$ cat config.mk
export PLATFORM = sky130hd
export DESIGN_NAME = fg_prog_sequencer
export DESIGN_NICKNAME = d
export VERILOG_FILES = /design/src/rtl/fg_prog_sequencer.sv
export SDC_FILE = /design/constraint.sdc
export NUM_CORES = 1
export LEC_CHECK = 0
export CORE_ASPECT_RATIO = 1.2
export CORE_MARGIN = 5
export CORE_UTILIZATION = 40
export CTS_CLUSTER_DIAMETER = 120
export DETAILED_ROUTE_END_ITERATION = 8
export GPL_ROUTABILITY_DRIVEN = 0
export PLACE_DENSITY = 0.65
export SLEW_MARGIN = 0
export SYNTH_ARGS = -nofsm -noshare
export SYNTH_HDL_FRONTEND = slang
export SYNTH_SLANG_ARGS = --single-unit
$ cat constraint.sdc
create_clock -name clk -period 6 [get_ports clk]
set_input_delay 1.8 -clock clk [delete_from_list [all_inputs] [get_ports clk]]
set_output_delay 1.8 -clock clk [all_outputs]
set_load 0.02 [all_outputs]
$ cat src/rtl/fg_prog_sequencer.sv
// Floating-gate programming sequencer for one FPAA island switch matrix:
// addresses the cell, times injection/tunnelling pulses, runs an optional measurement, returns a response.
module fg_prog_sequencer #(
    parameter int ROW_W     = 6,
    parameter int COL_W     = 6,
    parameter int ISL_W     = 1,
    parameter int N_ROWS    = 12,
    parameter int N_COLS    = 19,
    parameter int SETUP_CYC = 8,
    parameter int GAP_CYC   = 4,
    parameter int MEAS_TO   = 1024,
    parameter int MEAS_W    = 12
) (
    input  logic              clk,
    input  logic              rst_n,
    input  logic              cmd_valid,
    output logic              cmd_ready,
    input  logic [1:0]        cmd_op,
    input  logic [ISL_W-1:0]  cmd_island,
    input  logic [ROW_W-1:0]  cmd_row,
    input  logic [COL_W-1:0]  cmd_col,
    input  logic [7:0]        cmd_npulse,
    input  logic [15:0]       cmd_pulse_len,
    input  logic              abort,
    output logic [ISL_W-1:0]  dec_island,
    output logic [ROW_W-1:0]  dec_row,
    output logic [COL_W-1:0]  dec_col,
    output logic              prog_mode,
    output logic              drain_sel_en,
    output logic              gate_sel_en,
    output logic              vinj_pulse,
    output logic              tunnel_en,
    output logic              meas_req,
    input  logic              meas_ack,
    input  logic [MEAS_W-1:0] meas_data,
    output logic              rsp_valid,
    input  logic              rsp_ready,
    output logic [1:0]        rsp_status,
    output logic [MEAS_W-1:0] rsp_data,
    output logic              busy
);
    // state | meaning
    // IDLE  | waiting for a command, cmd_ready high
    // SETUP | address settle, selects off (break-before-make)
    // PULSE | injection or tunnelling pulse active
    // GAP   | inter-pulse idle, pulse count decremented at end
    // MEAS  | drain-current measurement handshake
    // DISCH | discharge, selects and pulses off
    // RESP  | response held until rsp_ready
    typedef enum logic [2:0] {S_IDLE, S_SETUP, S_PULSE, S_GAP, S_MEAS, S_DISCH, S_RESP} state_t;

    localparam int TMR_W = 16;
    localparam logic [1:0] OP_INJECT = 2'b00, OP_TUNNEL = 2'b01, OP_MEASURE = 2'b10, OP_INJ_VER = 2'b11;
    localparam logic [1:0] ST_OK = 2'b00, ST_BADADDR = 2'b01, ST_TIMEOUT = 2'b10, ST_ABORTED = 2'b11;

    state_t             state, state_nxt;
    logic [1:0]         op_q;
    logic [7:0]         pulse_cnt;
    logic [15:0]        len_q;
    logic [TMR_W-1:0]   tmr, tmr_load;
    logic [1:0]         status_q;
    logic [MEAS_W-1:0]  data_q;
    logic               ready_en;
    logic               accept, bad_addr, abort_act, tmr_tc, sel_on;

    // ready_en keeps cmd_ready low while reset is asserted and until the first clock after release
    assign cmd_ready = (state == S_IDLE) && ready_en;
    assign accept    = cmd_valid && cmd_ready;
    assign bad_addr  = (cmd_op != OP_TUNNEL) &&
                       (({1'b0, cmd_row} >= (ROW_W+1)'(N_ROWS)) || ({1'b0, cmd_col} >= (COL_W+1)'(N_COLS)));
    assign abort_act = abort && (state inside {S_SETUP, S_PULSE, S_GAP, S_MEAS});
    assign tmr_tc    = (tmr == '0);

    always_comb begin
        state_nxt = state;
        tmr_load  = '0;
        case (state)
            S_IDLE:  if (accept) state_nxt = bad_addr ? S_RESP : S_SETUP;
            S_SETUP: begin
                if (abort_act) state_nxt = S_DISCH;
                else if (tmr_tc) begin
                    if (op_q == OP_MEASURE || pulse_cnt == 8'd0)
                        state_nxt = (op_q == OP_MEASURE || op_q == OP_INJ_VER) ? S_MEAS : S_DISCH;
                    else
                        state_nxt = S_PULSE;
                end
            end
            S_PULSE: begin
                if (abort_act) state_nxt = S_DISCH;
                else if (tmr_tc) state_nxt = S_GAP;
            end
            S_GAP: begin
                if (abort_act) state_nxt = S_DISCH;
                else if (tmr_tc) begin
                    if (pulse_cnt > 8'd1) state_nxt = S_PULSE;
                    else state_nxt = (op_q == OP_INJ_VER) ? S_MEAS : S_DISCH;
                end
            end
            S_MEAS:  if (abort_act || meas_ack || tmr_tc) state_nxt = S_DISCH;
            S_DISCH: if (tmr_tc) state_nxt = S_RESP;
            S_RESP:  if (rsp_ready) state_nxt = S_IDLE;
            default: state_nxt = S_IDLE;
        endcase

        case (state_nxt)
            S_SETUP, S_DISCH: tmr_load = TMR_W'(SETUP_CYC - 1);
            S_PULSE:          tmr_load = (len_q == 16'd0) ? '0 : TMR_W'(len_q - 16'd1);
            S_GAP:            tmr_load = TMR_W'(GAP_CYC - 1);
            S_MEAS:           tmr_load = TMR_W'(MEAS_TO - 1);
            default:          tmr_load = '0;
        endcase
    end

    // abort gates the analog drives in the same cycle it is seen
    always_comb begin
        sel_on       = (state inside {S_PULSE, S_GAP, S_MEAS}) && (op_q != OP_TUNNEL) && !abort_act;
        drain_sel_en = sel_on;
        gate_sel_en  = sel_on;
        vinj_pulse   = (state == S_PULSE) && (op_q != OP_TUNNEL) && !abort_act;
        tunnel_en    = (state == S_PULSE) && (op_q == OP_TUNNEL) && !abort_act;
        meas_req     = (state == S_MEAS) && !abort_act;
        prog_mode    = state inside {S_SETUP, S_PULSE, S_GAP, S_MEAS, S_DISCH};
        rsp_valid    = (state == S_RESP);
        busy         = (state != S_IDLE);
        rsp_status   = status_q;
        rsp_data     = data_q;
    end

    always_ff @(posedge clk or negedge rst_n) begin
        if (!rst_n) state <= S_IDLE;
        else        state <= state_nxt;
    end

    always_ff @(posedge clk or negedge rst_n) begin
        if (!rst_n) begin
            ready_en   <= 1'b0;
            tmr        <= '0;
            op_q       <= OP_INJECT;
            pulse_cnt  <= '0;
            len_q      <= '0;
            status_q   <= ST_OK;
            data_q     <= '0;
            dec_island <= '0;
            dec_row    <= '0;
            dec_col    <= '0;
        end else begin
            ready_en <= 1'b1;
            if (state_nxt != state) tmr <= tmr_load;
            else if (!tmr_tc)       tmr <= tmr - 1'b1;

            if (accept) begin
                op_q      <= cmd_op;
                pulse_cnt <= cmd_npulse;
                len_q     <= cmd_pulse_len;
                status_q  <= bad_addr ? ST_BADADDR : ST_OK;
                data_q    <= '0;
                // a rejected address never reaches the decoders
                if (!bad_addr) begin
                    dec_island <= cmd_island;
                    dec_row    <= (cmd_op == OP_TUNNEL) ? '0 : cmd_row;
                    dec_col    <= (cmd_op == OP_TUNNEL) ? '0 : cmd_col;
                end
            end

            if (state == S_GAP && tmr_tc && pulse_cnt != 8'd0) pulse_cnt <= pulse_cnt - 8'd1;

            if (abort_act) status_q <= ST_ABORTED;
            else if (state == S_MEAS) begin
                if (meas_ack)    data_q   <= meas_data;
                else if (tmr_tc) status_q <= ST_TIMEOUT;
            end

            if (state == S_RESP && rsp_ready) begin
                dec_island <= '0;
                dec_row    <= '0;
                dec_col    <= '0;
            end
        end
    end

endmodule

# After elaboration in Yosys (flattened, before gate mapping)
# Cells that the tools add are included.
# totals
register_bits	73
out_inout_bits	36
input_bits	57
# op_classes
reduce_logical	33
magnitude_cmp	3
add_sub_neg	3
n_eq_ne	20
mux	43
# ops
op	count
$pmux 16 s4	1
$mux 12	4
$mux 16	3
$mux 6	8
$mux 3	13
$logic_not 16->1	2
$sub 16x1->16 const B	2
$pmux 3 s7	1
$mux 8	2
$eq 3x3->1 const B	5
$logic_and 1x1->1	14
$eq 3x2->1 const B	4
$mux 2	5
$gt 8x1->1 const B	1
$logic_not 8->1	1
$ne 2x1->1 const B	4
$reduce_bool 8->1	1
$sub 8x1->8 const B	1
$eq 3x1->1 const B	2
$ge 6x4->1 const B	1
$ge 6x5->1 const B	1
$mux 1	6
$reduce_bool 3->1	2
$logic_or 1x1->1	5
10 further kinds	13

# Logic depth before layout (Yosys ltp)
# depth
depth_word	11
depth_mapped	13
ltp_nobuf	11

# Worst setup path before layout
# No wires, ideal clock.
# synth_path
path_kind	input to output
startpoint	input port abort
endpoint	output port gate_sel_en
setup_slack_ns	1.384
n_path_buf	2
t_arrival_ns	2.816
path_stages	3
path_cell_list	clkbuf_1 -> a211oi_1 -> buf_4
# synth_between
elab_chain_len	3
# synth_rtl
item	line_no	text
from (decl)	24	input logic abort,
$logic_and 1x1->1	71	assign abort_act = abort && (state inside {S_SETUP, S_PULSE, S_GAP, S_MEAS});
$logic_not 1->1	116	sel_on = (state inside {S_PULSE, S_GAP, S_MEAS}) && (op_q != OP_TUNNEL) && !abort_act;
$logic_and 1x1->1	116	
to (decl)	30	output logic gate_sel_en,
# Every way passes these cells.

# Worst setup path after layout
# layout_path
startpoint	input port abort
endpoint	output port tunnel_en
# layout_between
elab_chain_len	3
# layout_rtl
item	line_no	text
$logic_and 1x1->1	71	
$logic_not 1->1	120	tunnel_en = (state == S_PULSE) && (op_q == OP_TUNNEL) && !abort_act;
$logic_and 1x1->1	120	
to (decl)	32	output logic tunnel_en,
# Every way passes these cells.

==> impl_results.md <==
* CP required at about 4.2 ns
* Max Root-Sink Buffers at 2
* Setup bufs post-CTS at 0
* Synthesized flop and latch total at between 70 and 80
* Clk pin slew, worst setup/hold paths at roughly 0.050 ns
* Final hold violation count at 0
* Post-DP HPWL at 8.20 mm
* Final instance area at 5300 µm²
* Remaining DRCs at 0
* Minimum clock period at approximately 5.2 ns
* Initial DRT Pass Iterations at 4
* Final Setup Violations at 0
* WL final at between 10 and 15 mm
* Number of diodes at 0
* Nets@finish at 600
* Total negative slack at 0 ns
* Netlist cell types at 60
* Cell internal pwr at 1.33 mW
* Worst skew pair latency at 0.32 ns
* I/O pin cnt at 93
* Sequential fraction of the synthesis area at 0.458
* Post-synthesis async set-or-reset flop share at 1.00
* Clk_skew at 0.00462 ns
* Starting density of the core at 0.403
* Relative slew margins at 0.295
* CP Max Fanout at 9
* Fill cells at 905
* Overflow after GRT at 0
* DIE WIDTH at a little over 100 µm
* Worst Hold Class: register to register
* Crit path kind: input pin to output port
* Reg area at between 1500 and 2000 µm²
* Synth warnings at 0
* Die ar. at 12100 µm²
* Synth Cell Area at 3990 µm²
* Share of total power in the clock network at 0.245
* Pwr Density at 400 nW/µm²
* Core area at 9910 µm²
* EDFF count, synth at 0
* Post-route ant nets at 0
* Leakage power at 2.37 nW
* H-tree levels at 3
* Seq pwr share at 0.365
* Hold-fix buffers, CTS at 0
* Via count at roughly 3600
* Commonest non-fill, non-tap cell in the layout: nand2_1
* Mapped Cells at 450
* Critical path's largest stage delay at 0.66 ns
* Clk root buf: clkbuf_16
* Bufs and invs on worst path at 2
* Total GRT Usage at 0.192
* Worst-margin pin slew at 1.06 ns
* Startpoint Class: input pin
* Ordered list of cells on the worst path: clkdlybuf4s50_1 > nor2_1 > nor4b_1 > clkdlybuf4s50_1
* # rows at 40
* CP top delay family: buffers and inverters
* Setup crit end kind: output port
* Layout area overhead at 32.8%
* Vias in the first global route at 3732
* DR WL/cell at 16.4 µm
* IO Port Bufs at 92
* Combinational Power Share at 0.390
* Sw Share at 0.375
* Placement Cell Area at ~5000 µm²
* TritonCTS Buffers at 9
* Most frequent CP cell: clkdlybuf4s50_1
* Antenna violations before repair at 0
* Top FF cell, synth: dfrtp_1
* Maximum vdd drop at 0.219 mV
* Syn nets at 513
* Fin. max-slew vios at 0
* Crit-path slowest cell: clkdlybuf4s50_1
* CTS tree: done
* Pin count of the biggest net entering global routing at 48
* CTS resizes at 0
* Final worst-path cycle share at 0.875
* Mean Syn Cell Area at about 9 µm²
* Die Y at 119 µm
* DRT iter0 DRCs at roughly 150
* Most frequent cells in the layout: 105 x nand2_1, 91 x clkdlybuf4s50_1, 73 x dfrtp_1, 26 x nor2_1, 19 x nand3_1
* Layout cell share with drive strength beyond 1 at 0.0775
* Multi-input gate area at 2040 µm²
* Via-to-Cell Ratio at 5.43
* Unrepaired setup endpoints after global routing: no
* Clock sink count at 73
* Outcome: finished, final reports clean
* Critical path data arrival time at 3.45 ns
* Switching pwr at 795 µW
* Max Freq at 191 MHz
* First-pass GRT wire length at 18.5 mm
* Max-cap violations at 0
==> stage by stage <==
stage	instances	hold slack [ns]	utilization	setup slack (ns)	power, mW
finish	668	0.483	0.535	0.753	2.12
global route	668	0.503	0.535	0.585	2.27
CTS	668	0.488	0.535	0.739	2.14
detailed placement	652	0.470	0.505	0.749	1.61
global placement	652	0.473	0.505	0.786	1.59
floorplan	450	0.468	-	1.38	1.33
==> layout make-up <==
type                    count  area share
multi-input cells         347       0.385
flip-flops and latches     73       0.345
repair buffers             95       0.177
clock buffers              15      0.0543
well taps                 126      0.0298
inverters                  11     0.00779
clock inverters             1     0.00142
==> sequential cells by signal (all words and copies together) (netlist names) <==
register    flops
tmr            16
dec_col         6
op_q            2
len_q          16
ready_en        1
rsp_data       12
state           3
rsp_status      2
dec_row         6
pulse_cnt       8
dec_island      1
==> worst paths after layout <==
kind	start	endpoint	slack (ns)	depth (start not counted)
worst min-delay path	dec_row[4]	dec_row[4]	0.48	1
worst max-delay path	abort	tunnel_en	0.75	4
max in group asynchronous	rst_n	len_q[14]	3.45	2
worst min register to register	dec_row[4]	dec_row[4]	0.48	1
worst max register to register	tmr[0]	tmr[1]	2.37	8
min in group asynchronous	rst_n	rsp_data[1]	1.50	1
==> metal layers <==
layer	GRT usage	wire length, µm	vias up
li1	-	-	1745
met1	0.251	4720	1764
met2	0.297	5280	100
met3	0.0662	721	15
met4	0.0607	202	0
met5	0	0	-
==> synth_stat cells (2+ instances only) <==
cell / count / share of area
nand3_1: 19 / 0.024
a21oi_1: 15 / 0.019
buf_2: 3 / 0.0038
or4_4: 2 / 0.0056
nor2b_1: 3 / 0.0047
nor2_2: 2 / 0.0031
buf_1: 2 / 0.0019
o31ai_1: 6 / 0.011
o22ai_1: 9 / 0.014
a32oi_1: 2 / 0.0044
and2_1: 5 / 0.0078
mux2_2: 4 / 0.011
or3_1: 5 / 0.0078
nor4b_1: 2 / 0.0044
nor3_1: 17 / 0.021
a21boi_0: 8 / 0.015
buf_4: 2 / 0.0038
o21a_1: 2 / 0.0038
nand2_1: 105 / 0.099
a22o_1: 11 / 0.024
or2_2: 4 / 0.0063
inv_1: 11 / 0.010
xnor2_1: 13 / 0.029
a21o_1: 2 / 0.0038
clkbuf_1: 12 / 0.011
dfrtp_1: 73 / 0.46
a21oi_2: 2 / 0.0044
nand2_2: 2 / 0.0031
xor2_1: 12 / 0.026
o211ai_1: 3 / 0.0056
o21ai_0: 17 / 0.021
and3_1: 2 / 0.0031
nor4_1: 11 / 0.017
nand2b_1: 6 / 0.0094
nor2_1: 26 / 0.024
ha_1: 6 / 0.019
==> logic make-up (layout without fill, tap and decap cells) <==
group           count (synthesis)  in the layout  synth area share
xor+xnor                       25             25            0.0549
flops                          73             73             0.458
simple gates                  221            221             0.267
other cells                     1              1          0.000940
fa+ha+maj                       6              6            0.0188
compound gates                 90             90             0.158
buf+inv                        30            122            0.0311
mux                             4              4            0.0113
==> power groups by stage <==
| stage | logic, mW | clock network, mW | registers [mW] |
|---|---|---|---|
| final | 0.828 | 0.519 | 0.773 |
| after global routing | 0.924 | 0.553 | 0.796 |
| after CTS | 0.834 | 0.528 | 0.772 |
| after detailed placement | 0.829 | 0 | 0.778 |
| after global placement | 0.816 | 0 | 0.773 |
| after floorplan | 0.535 | 0 | 0.792 |
Power figures use the tool's default switching activity.
